**src/rtl/regfile_seq_ctrl_pkg.sv**
```systemverilog
// rtl/regfile_seq_ctrl_pkg.sv - shared opcodes, state encoding and width defaults
package regfile_seq_ctrl_pkg;

  localparam int DW_DEFAULT = 8;
  localparam int AW_DEFAULT = 3;

  typedef enum logic [1:0] {
    OP_WRITE = 2'd0,
    OP_COPY  = 2'd1,
    OP_CLEAR = 2'd2,
    OP_SUM   = 2'd3
  } op_t;

  typedef enum logic [1:0] {
    IDLE = 2'd0,
    EXEC = 2'd1,
    SCAN = 2'd2,
    RESP = 2'd3
  } state_t;

endpackage

```
**src/rtl/regfile_seq_ctrl.sv**
```systemverilog
// rtl/regfile_seq_ctrl.sv - command-driven sequencer for the 8x8 register file
module regfile_seq_ctrl
  import regfile_seq_ctrl_pkg::*;
#(
  parameter int DW = DW_DEFAULT,
  parameter int AW = AW_DEFAULT
) (
  input  logic              clk,
  input  logic              clr,
  input  logic              cmd_valid,
  output logic              cmd_ready,
  input  logic [1:0]        cmd_op,
  input  logic [AW-1:0]     cmd_rd,
  input  logic [AW-1:0]     cmd_rs,
  input  logic [DW-1:0]     cmd_imm,
  output logic              rsp_valid,
  input  logic              rsp_ready,
  output logic [DW+AW-1:0]  rsp_data,
  output logic              busy,
  output logic              rf_wen,
  output logic [AW-1:0]     rf_wsel,
  output logic [DW-1:0]     rf_d,
  output logic [AW-1:0]     rf_rsel,
  input  logic [DW-1:0]     rf_q
);

  state_t               state, state_nxt;
  op_t                  op_q;
  logic [AW-1:0]        rd_q, rs_q, idx;
  logic [DW-1:0]        imm_q;
  logic [DW+AW-1:0]     acc, result;
  logic [DW+AW-1:0]     q_ext;
  logic                 last_idx;

  assign q_ext    = {{AW{1'b0}}, rf_q};
  assign last_idx = &idx;

  always_ff @(posedge clk) begin
    if (clr) begin
      state  <= IDLE;
      op_q   <= OP_WRITE;
      rd_q   <= '0;
      rs_q   <= '0;
      imm_q  <= '0;
      idx    <= '0;
      acc    <= '0;
      result <= '0;
    end else begin
      state <= state_nxt;
      case (state)
        IDLE: begin
          if (cmd_valid) begin
            op_q  <= op_t'(cmd_op);
            rd_q  <= cmd_rd;
            rs_q  <= cmd_rs;
            imm_q <= cmd_imm;
            idx   <= '0;
            acc   <= '0;
          end
        end
        EXEC: begin
          result <= (op_q == OP_COPY) ? q_ext : {{AW{1'b0}}, imm_q};
        end
        SCAN: begin
          if (op_q == OP_SUM) acc <= acc + q_ext;
          idx <= idx + 1'b1;
          // Fold the final read into the result so RESP need not look at acc.
          if (last_idx) result <= (op_q == OP_SUM) ? acc + q_ext : '0;
        end
        default: ;
      endcase
    end
  end

  always_comb begin
    state_nxt = state;
    case (state)
      IDLE: if (cmd_valid)
              state_nxt = (cmd_op == OP_WRITE || cmd_op == OP_COPY) ? EXEC : SCAN;
      EXEC: state_nxt = RESP;
      SCAN: if (last_idx) state_nxt = RESP;
      RESP: if (rsp_ready) state_nxt = IDLE;
      default: state_nxt = IDLE;
    endcase
  end

  // Every output is forced low while clr is asserted, so no write leaks into a reset cycle.
  always_comb begin
    cmd_ready = 1'b0;
    busy      = 1'b0;
    rsp_valid = 1'b0;
    rsp_data  = '0;
    rf_wen    = 1'b0;
    rf_wsel   = '0;
    rf_d      = '0;
    rf_rsel   = '0;
    if (!clr) begin
      cmd_ready = (state == IDLE);
      busy      = (state != IDLE);
      case (state)
        EXEC: begin
          rf_wen  = 1'b1;
          rf_wsel = rd_q;
          if (op_q == OP_COPY) begin
            rf_rsel = rs_q;
            rf_d    = rf_q;
          end else begin
            rf_d    = imm_q;
          end
        end
        SCAN: begin
          if (op_q == OP_CLEAR) begin
            rf_wen  = 1'b1;
            rf_wsel = idx;
          end else begin
            rf_rsel = idx;
          end
        end
        RESP: begin
          rsp_valid = 1'b1;
          rsp_data  = result;
        end
        default: ;
      endcase
    end
  end

endmodule

```
**config.mk**
```make
export PLATFORM = sky130hd
export DESIGN_NAME = regfile_seq_ctrl
export DESIGN_NICKNAME = d
export VERILOG_FILES = /design/src/rtl/regfile_seq_ctrl_pkg.sv /design/src/rtl/regfile_seq_ctrl.sv
export SDC_FILE = /design/constraint.sdc
export NUM_CORES = 1
export LEC_CHECK = 0
export CAP_MARGIN = 5
export CORE_MARGIN = 10
export CORE_UTILIZATION = 30
export CTS_CLUSTER_DIAMETER = 120
export DETAILED_ROUTE_END_ITERATION = 10
export DONT_BUFFER_PORTS = 1
export GPL_TIMING_DRIVEN = 0
export PLACE_DENSITY_LB_ADDON = 0.25
export SYNTH_ARGS = -nofsm -noshare
export SYNTH_HDL_FRONTEND = slang
export SYNTH_SLANG_ARGS = --single-unit
```
**constraint.sdc**
```tcl
create_clock -name clk -period 4 [get_ports clk]
set_input_delay 0.8 -clock clk [delete_from_list [all_inputs] [get_ports clk]]
set_output_delay 0.8 -clock clk [all_outputs]
set_load 0.01 [all_outputs]
```
==> reports/summary.txt <==
status: completed
post-placement cell count: 425
Worst setup EP type: output port
first-pass GRT wire length: 12.25 mm
final worst slack: 981.4 ps
post-synth net total: 363
H-Tree Depth: 2
cells after synthesis: 320
Place WS: 1018 ps
maxcap violations: 0
RSZ-0062 raised after global routing: no
setup TNS: 0 ps
Top Ports: 57
Clk Latency, worst-skew pair: 300 ps
initial antenna violation count: 0
worst-path cell chain: inv_1 -> ha_1 -> buf_2 -> clkbuf_1 -> a21boi_0 -> a32oi_1 -> nor2_1
DP HPWL: 6.009 mm
die area: 12370 um2
CP max stage cell: clkbuf_1
Starting Density: 30.55%
largest stage delay on the critical path: 430 ps
Hold WC Path Type: reg -> reg
largest vdd supply drop: 243.5 uV
IO buf count: 0
vias: 2216
Synth Flop Type: dfxtp_1
Post-CTS Resized: 0
Slew Limit Fails: 0
Yosys reg bits: 43
DRC violations left: 0
n_diodes: 0
row cnt: 33
WL final: 7.577 mm
share of cells above drive strength 1: 5.183%
CP Class: reg -> out
Slew @ Worst Pin: 687.5 ps
Die H: 111.2 um
clock-pin slew on the worst setup and hold paths: 90 ps
Setup Fix Bufs, Post-CTS: 0
mapped cell area: 2497 um2
Final Hold Viols: 0
vias per inst: 5.118
Final GP Congestion: 0.8994
Synth Warn #: 0
clk root buf: clkbuf_8
CTS tree: done
Worst R2R Start: acc[0]
cts hold-fix bufs: 0
HP Start: imm_q[0]
total CTS buffers: 5
most common cell after layout, fill and taps aside: nor2_1
Leak: 1.025 nW
hold endpoint: imm_q[0]
crit path DAT: 2220 ps
vias in the first global route: 2251
clock sinks: 43
Final Net Count: 370
syn avg cell area: 7.804 um2
Crit path required time: 3200 ps
DR WL/cell: 17.50 um
Final Skew: 10.05 ps
r2r worst-path depth: 7
first drt pass iteration count: 4
library cells used by synthesis: 46
Hold Crit Depth: 2
Period Utilization, post-route: 75.47%
reg-to-reg endpoint: acc[6]
ys async rst share: 0%
Detail Route Antenna Nets: 0
CORE AREA: 8175 um2
Max clock buf depth: 2
fin cells: 433
largest net degree at the start of global routing: 14
Power Density: 508.3 nW/um2
sequential area share after synthesis: 34.47%
Layout area overhead: 10.57%
GRT Resource Usage Total: 12.05%
Setup-failing EPs final: 0
Die W: 111.2 um
crit start category: flop
Slew HR: 54.00%
most frequent cells in the layout: nor2_1, nand2_1, dfxtp_1, a21oi_1, ha_1
grt ovf: 0
R2R setup slack: 1720 ps
Critical Path Fanout Max: 10
Post-synth EDFFs: 0
First DRT Iteration DRCs: 119
minimum clock period: 3019 ps
f_max: 0.3313 GHz
per-stage QoR:
step                total power [mW]  util (%)  hold WS, ps  area [um2]
finish                         1.404     33.78        458.9        2761
global route                   1.508     33.78        489.5        2761
CTS                            1.416     33.78        463.1        2761
detailed placement             1.002     32.15        451.9        2629
global placement              0.9974     32.15        444.4        2629
floorplan                     0.8748         -        435.6        2497
where the power goes:
part,internal [mW],switching [mW]
logic,0.150,0.315
clock network,0.250,0.163
registers,0.483,0.0418
total,0.883,0.520
cell usage after synthesis, types with 5 or more instances:
| master | count | area, um2 |
|---|---|---|
| nor2_1 | 50 | 187.7 |
| nand2_1 | 49 | 183.9 |
| dfxtp_1 | 43 | 860.8 |
| a21oi_1 | 30 | 150.1 |
| ha_1 | 14 | 175.2 |
| and2_1 | 13 | 81.33 |
| clkbuf_1 | 12 | 45.04 |
| mux2i_1 | 12 | 120.1 |
| a22oi_1 | 8 | 60.06 |
| a221oi_1 | 6 | 52.55 |
| a32oi_1 | 6 | 52.55 |
| inv_1 | 6 | 22.52 |
| nand2b_1 | 5 | 31.28 |
| nand3_1 | 5 | 25.02 |
| nand3b_1 | 5 | 37.54 |
area by class of cell:
| type | instances | area, um2 |
|---|---|---|
| multi-input combinational | 251 | 1523 |
| fill | 875 | 5414 |
| inverter | 6 | 22.52 |
| clock inverter | 2 | 60.06 |
| tap | 105 | 131.4 |
| sequential | 43 | 860.8 |
| clock buffer | 6 | 72.57 |
| buffer | 20 | 91.34 |
kinds of logic after synthesis:
| family | share of synthesized area [%] |
|---|---|
| buffers and inverters | 4.559 |
| AO/OA/AOI/OAI | 20.39 |
| XOR/XNOR | 1.403 |
| adder cells (fa/ha/maj) | 7.816 |
| flip-flops | 34.47 |
| multiplexers | 4.810 |
| AND/OR/NAND/NOR | 26.55 |
critical path, delay by kind of cell, from the launching register on:
kind            cells  cell delay [ps]
buf+inv             3              700
fa+ha+maj           1              140
compound gates      2              510
simple gates        1              210
flops               1              350
layer usage:
layer  share of wire [%]  wire length, um  up-vias  GRT usage, %
li1                    -                -     1128             -
met1                  45             3411     1028         14.68
met2                  45             3429       54         18.80
met3                 8.8              663        6         5.574
met4                0.95               72        0         2.742
met5                   0                0        -             0
registers in the layout (all words and copies together), names as in the netlist:
register,cells
op_q,2
acc,11
imm_q,8
idx,3
state,2
rs_q,3
rd_q,3
result,11
worst max path at each step:
stage / start / end / slack (ps) / depth (start not counted)
2_1_floorplan: rf_q[0] / acc[6] / 1410 / 7
3_3_place_gp: clr / busy / 1010 / 4
3_5_place_dp: clr / busy / 1020 / 4
4_1_cts: state[0] / rf_rsel[1] / 980 / 7
5_1_grt: state[0] / rf_rsel[2] / 750 / 7
6_report: state[0] / rf_rsel[0] / 980 / 7
Power figures use the tool's default switching activity.
